<file path="src/rtl/fetch_pkg.sv">
// rtl/fetch_pkg.sv - shared types and constants for the instruction fetch stage
//
// Holds the fetch FSM state encoding, the instruction width in bytes and the
// default reset vector used by instr_fetch.

package fetch_pkg;

  // Fetch FSM states.
  //   S_IDLE  : post-reset, one cycle before the first request
  //   S_REQ   : request issued to instruction memory this cycle
  //   S_WAIT  : waiting for the response to the live request
  //   S_HOLD  : instruction presented downstream, waiting for instr_ready
  //   S_DRAIN : waiting for a response made stale by a redirect
  typedef enum logic [2:0] {
    S_IDLE  = 3'd0,
    S_REQ   = 3'd1,
    S_WAIT  = 3'd2,
    S_HOLD  = 3'd3,
    S_DRAIN = 3'd4
  } fetch_state_t;

  localparam int unsigned INSTR_BYTES = 4;

  localparam logic [31:0] DEFAULT_RESET_PC = 32'h0000_0000;

endpackage : fetch_pkg

</file>
<file path="src/rtl/instr_fetch.sv">
// rtl/instr_fetch.sv - RV32I instruction fetch stage with redirect and stale-response drain
//
// Owns the PC, issues one word fetch at a time to instruction memory and
// presents the fetched word with its PC to decode through a valid/ready
// handshake. Branch/jump redirects retarget the PC; any response that belongs
// to a superseded request is swallowed.
//
// Ports:
//   clk          core clock
//   reset        synchronous active-high reset
//   imem_req     fetch request (accepted by memory in the same cycle)
//   imem_addr    request byte address, pc while imem_req=1, else 0
//   imem_rvalid  response valid
//   imem_rdata   response instruction word
//   redirect     taken branch / jump from execute
//   redirect_pc  redirect target, low two bits forced to zero
//   instr_valid  instr / instr_pc / instr_pc4 valid (only in S_HOLD)
//   instr_ready  downstream accepts the instruction
//   instr        fetched instruction
//   instr_pc     address of instr
//   instr_pc4    instr_pc + 4 (link value)

module instr_fetch
  import fetch_pkg::*;
#(
  parameter logic [31:0] RESET_PC = DEFAULT_RESET_PC
) (
  input  logic        clk,
  input  logic        reset,
  output logic        imem_req,
  output logic [31:0] imem_addr,
  input  logic        imem_rvalid,
  input  logic [31:0] imem_rdata,
  input  logic        redirect,
  input  logic [31:0] redirect_pc,
  output logic        instr_valid,
  input  logic        instr_ready,
  output logic [31:0] instr,
  output logic [31:0] instr_pc,
  output logic [31:0] instr_pc4
);

  fetch_state_t state_q, state_d;
  logic [31:0]  pc_q, pc_d;
  logic [31:0]  instr_q, instr_d;
  logic [31:0]  instr_pc_q, instr_pc_d;
  logic [31:0]  instr_pc4_q, instr_pc4_d;

  logic [31:0]  pc_plus4;
  logic [31:0]  redirect_target;

  // Single adder shared by the link value capture and the sequential PC step.
  // Wraps modulo 2^32 by construction.
  assign pc_plus4        = pc_q + 32'(INSTR_BYTES);
  assign redirect_target = redirect_pc & ~32'h0000_0003;

  always_comb begin
    state_d     = state_q;
    pc_d        = pc_q;
    instr_d     = instr_q;
    instr_pc_d  = instr_pc_q;
    instr_pc4_d = instr_pc4_q;

    unique case (state_q)
      S_IDLE: begin
        state_d = S_REQ;
        if (redirect) begin
          pc_d = redirect_target;
        end
      end

      S_REQ: begin
        // The request for the old pc still goes out this cycle, so a redirect
        // here leaves one stale response in flight.
        if (redirect) begin
          pc_d    = redirect_target;
          state_d = S_DRAIN;
        end else begin
          state_d = S_WAIT;
        end
      end

      S_WAIT: begin
        if (redirect) begin
          pc_d    = redirect_target;
          // If the response lands together with the redirect it is already
          // consumed, so nothing is left to drain.
          state_d = imem_rvalid ? S_REQ : S_DRAIN;
        end else if (imem_rvalid) begin
          instr_d     = imem_rdata;
          instr_pc_d  = pc_q;
          instr_pc4_d = pc_plus4;
          state_d     = S_HOLD;
        end
      end

      S_HOLD: begin
        // Redirect wins over ready: the held instruction is on the wrong path.
        if (redirect) begin
          pc_d    = redirect_target;
          state_d = S_REQ;
        end else if (instr_ready) begin
          pc_d    = pc_plus4;
          state_d = S_REQ;
        end
      end

      S_DRAIN: begin
        if (redirect) begin
          pc_d = redirect_target;
        end
        if (imem_rvalid) begin
          state_d = S_REQ;
        end
      end

      default: begin
        state_d = S_IDLE;
      end
    endcase
  end

  always_ff @(posedge clk) begin
    if (reset) begin
      state_q     <= S_IDLE;
      pc_q        <= RESET_PC & ~32'h0000_0003;
      instr_q     <= '0;
      instr_pc_q  <= '0;
      instr_pc4_q <= '0;
    end else begin
      state_q     <= state_d;
      pc_q        <= pc_d;
      instr_q     <= instr_d;
      instr_pc_q  <= instr_pc_d;
      instr_pc4_q <= instr_pc4_d;
    end
  end

  // Outputs decode registered state only; no input reaches an output
  // combinationally.
  assign imem_req    = (state_q == S_REQ);
  assign imem_addr   = (state_q == S_REQ) ? pc_q : 32'h0000_0000;
  assign instr_valid = (state_q == S_HOLD);
  assign instr       = instr_q;
  assign instr_pc    = instr_pc_q;
  assign instr_pc4   = instr_pc4_q;

endmodule : instr_fetch
</file>
<file path="config.mk">
export PLATFORM = sky130hd
export DESIGN_NAME = instr_fetch
export DESIGN_NICKNAME = d
export VERILOG_FILES = /design/src/rtl/fetch_pkg.sv /design/src/rtl/instr_fetch.sv
export SDC_FILE = /design/constraint.sdc
export NUM_CORES = 1
export LEC_CHECK = 0
export BUFFER_PORTS_ARGS = -buffer_cell sky130_fd_sc_hd__buf_2
export CAP_MARGIN = 40
export CORE_UTILIZATION = 50
export CTS_BUF_LIST = sky130_fd_sc_hd__clkbuf_4 sky130_fd_sc_hd__clkbuf_8
export CTS_CLUSTER_SIZE = 40
export DETAILED_ROUTE_END_ITERATION = 8
export GPL_ROUTABILITY_DRIVEN = 0
export PLACE_DENSITY_LB_ADDON = 0.25
export SYNTH_ARGS = -nofsm -noshare
export SYNTH_HDL_FRONTEND = slang
export SYNTH_SLANG_ARGS = --single-unit
</file>
<file path="constraint.sdc">
create_clock -name clk -period 5.8 [get_ports clk]
set_input_delay 0.58 -clock clk [delete_from_list [all_inputs] [get_ports clk]]
set_output_delay 0.58 -clock clk [all_outputs]
set_load 0.005 [all_outputs]
</file>
==> impl_metrics.ini <==
[timing]
rsz0062_at_grt = false
tightest_slew_ns = 0.759
fin_tns_setup_ns = 0
report.final.slew_viol_count = 0
fin_hold_ws_ns = 0.381
final-setup-viol-count = 0
maxSlewHeadroom_pct = 49.4
final.period_utilization_pct = 53.6
fmax_ghz = 0.322
post-route-min-period_ns = 3.11
hold_violations = 0
clock_skew_ns = 0.0109
setup_ws_ns = 2.69

[synthesis]
synth_top_area_share_pct = 43.1
synthCells = 749
async_flop_share_pct = 0
synth_flop_cell = dfxtp_1
ys_ff_latch = 125
avgSynthCellArea_sq_um = 7.75
ys_types = 56
seq_area_frac_synth_pct = 43.1
ys_top_cells_by_area = dfxtp_1 43%, nand2_1 9.8%, a21oi_1 8.0%
synth_top_cell_by_area = dfxtp_1
synth_edf_count = 0
yosysWarningCount = 0
synth_area_sq_um = 5810

[placed_design]
io_buffer_count = 190
placed_area_sq_um = 6740
place_ws_ns = 3.18
dp_hpwl_microns = 11700

[grt]
grt_pass1_wl_microns = 26700
grt_overflow = 0
antenna_found_initial = 2
grt_pass1_vias = 5608
grt_max_degree = 83
grt_use_total_pct = 28.8

[min_path]
hold_class = in2reg
whs_path_depth = 3

[floorplanning]
start_util_pct = 52.4
rows = 38
die_h_microns = 110
die_area_sq_um = 12000
fp.coreArea_sq_um = 11100
io_pins = 199
die_x_microns = 110

[clock_network]
cts_setup_buffers = 0
htreeDepth = 4
cts_root_buf = clkbuf_8
cts_tree = yes
cts_buffers = 17
clockBufferDepth = 2
clock-sinks = 125
clock_latency_ns = 0.43
cts.hold.buffers_added = 0
cts-resized-gates = 0
clkTransAtPathRegs_ns = 0.08

[run_status]
outcome = completed

[cells_and_area]
final_util_pct = 65.2
area_delta_synth_final_pct = 24.4
n_antenna_cell = 0
drive_gt1_share_pct = 27.1
fillers = 959
design_area_sq_um = 7220
final_nets = 970

[setup_path]
required_ns = 5.22
worst-endpoint-arrival_ns = 2.53
setup.worst_path.start_class = flop
cp-end-kind = output pin
critical_path_class = reg2out
reg2regPathDepth = 6
crit_fanout = 12

[power]
irDropWorstVdd_mv = 0.190
p_sw_uw = 518
p_int_uw = 1530
pwr-share-seq_pct = 45.5
powerDensity_nw_per_um2 = 283
clockPowerShare_pct = 45.2
swShare_pct = 25.3
pwr-share-comb_pct = 9.3
p_leak_uw = 0.00302

[routing]
vias_per_cell = 5.71
wirelength_microns = 17100
drtIter0Drc = 518
drtPass1Iterations = 6
ant_nets = 0
post-route-drc-count = 0
vias = 6014
routedWlPerCell_microns = 16.3

[run]
drv_cap = 0
cell families after synthesis:
| family | share of synthesized area, % |
|---|---|
| adder cells (fa/ha/maj) | 0.388 |
| buffers and inverters | 7.15 |
| other | 0.0646 |
| XOR/XNOR | 3.62 |
| AND/OR/NAND/NOR | 26.1 |
| AO/OA/AOI/OAI | 18.8 |
| multiplexers | 0.754 |
| flip-flops | 43.1 |
area by class of cell:
cell class	count	area, sq um	area share (%)
multi-input cells	542	2920	40.5
flip-flops and latches	125	2500	34.7
repair buffers	200	1080	15.0
clock inverters	14	243	3.36
clock buffers	18	241	3.34
well taps	140	175	2.43
inverters	14	52.6	0.728
synth_stat cells (all sizes together) (5+ instances only):
cell	number
a211oi	14
xor2	7
inv	14
nand2	152
and2	26
a21oi	93
o21ai	28
or3	7
nor4	9
o21a	5
nand3	23
nor2	47
nand4	18
nor3	17
and4	5
o32ai	5
a22oi	11
or4	5
clkbuf	57
xnor2	17
a31oi	9
buf	16
dfxtp	125
final timing paths:
path / startpoint / to / slack, ns
max: state_q[0]$_SDFFE_PP0P_ / imem_addr[15] / 2.69
min: imem_rdata[31] / instr[31]$_SDFFE_PP0P_ / 0.38
max reg2reg: pc_q[2]$_SDFFE_PP0P_ / instr_pc4[28]$_SDFFE_PP0P_ / 3.26
min reg2reg: instr[5]$_SDFFE_PP0P_ / instr[5]$_SDFFE_PP0P_ / 0.45
power by group through the flow:
stage,clock network (uW),logic [uW],registers (uW)
finish,924,191,932
global route,973,210,936
CTS,933,190,930
detailed placement,0,188,949
global placement,0,178,948
floorplan,0,143,921
per-layer routing:
layer	track usage (%)	part of all wire, %	vias to the layer above
met5	0	0	-
met4	15.9	3.3	0
met3	7.47	8.1	57
met2	48.4	49	280
met1	33.4	40	2793
li1	-	-	2884
through the flow:
| step | cells | power (uW) |
|---|---|---|
| finish | 1053 | 2050 |
| global route | 1053 | 2120 |
| CTS | 1053 | 2050 |
| detailed placement | 1021 | 1140 |
| global placement | 1017 | 1130 |
| floorplan | 754 | 1060 |
state kept, by name (all words and copies together), names as in the netlist:
| register | cells |
|---|---|
| instr_pc | 30 |
| instr | 32 |
| state_q | 3 |
| pc_q | 30 |
| instr_pc4 | 30 |
critical path: stages (launching register included):
cell and delay [ns]:
dfxtp_1 0.47, nand2b_1 0.36, nor2_1 0.69, buf_4 0.31, and2_1 0.16, buf_2 0.11
layout by cell type (no fill, tap or decap), types with 3 or more instances in the layout:
| master | Yosys | final |
|---|---|---|
| a211oi_1 | 14 | 14 |
| a21oi_1 | 93 | 93 |
| a22oi_1 | 11 | 11 |
| a31oi_1 | 9 | 9 |
| and2_1 | 25 | 25 |
| and3_1 | 4 | 3 |
| and4_1 | 4 | 4 |
| buf_2 | 3 | 189 |
| buf_4 | 9 | 7 |
| bufinv_16 | 0 | 6 |
| clkbuf_8 | 2 | 17 |
| clkinv_4 | 0 | 6 |
| conb_1 | 1 | 6 |
| dfxtp_1 | 125 | 125 |
| inv_1 | 14 | 14 |
| mux2_2 | 3 | 3 |
| nand2_1 | 152 | 152 |
| nand3_1 | 23 | 22 |
| nand4_1 | 17 | 17 |
| nor2_1 | 47 | 47 |
| nor3_1 | 17 | 17 |
| nor3b_1 | 3 | 3 |
| nor4_1 | 9 | 9 |
| o211ai_1 | 3 | 3 |
| o21a_1 | 5 | 5 |
| o21ai_0 | 28 | 28 |
| o32ai_1 | 5 | 5 |
| or3_1 | 6 | 6 |
| or4_1 | 3 | 3 |
| xnor2_1 | 17 | 17 |
| xor2_1 | 7 | 7 |
Note: power is estimated with default switching activity, not from simulation.
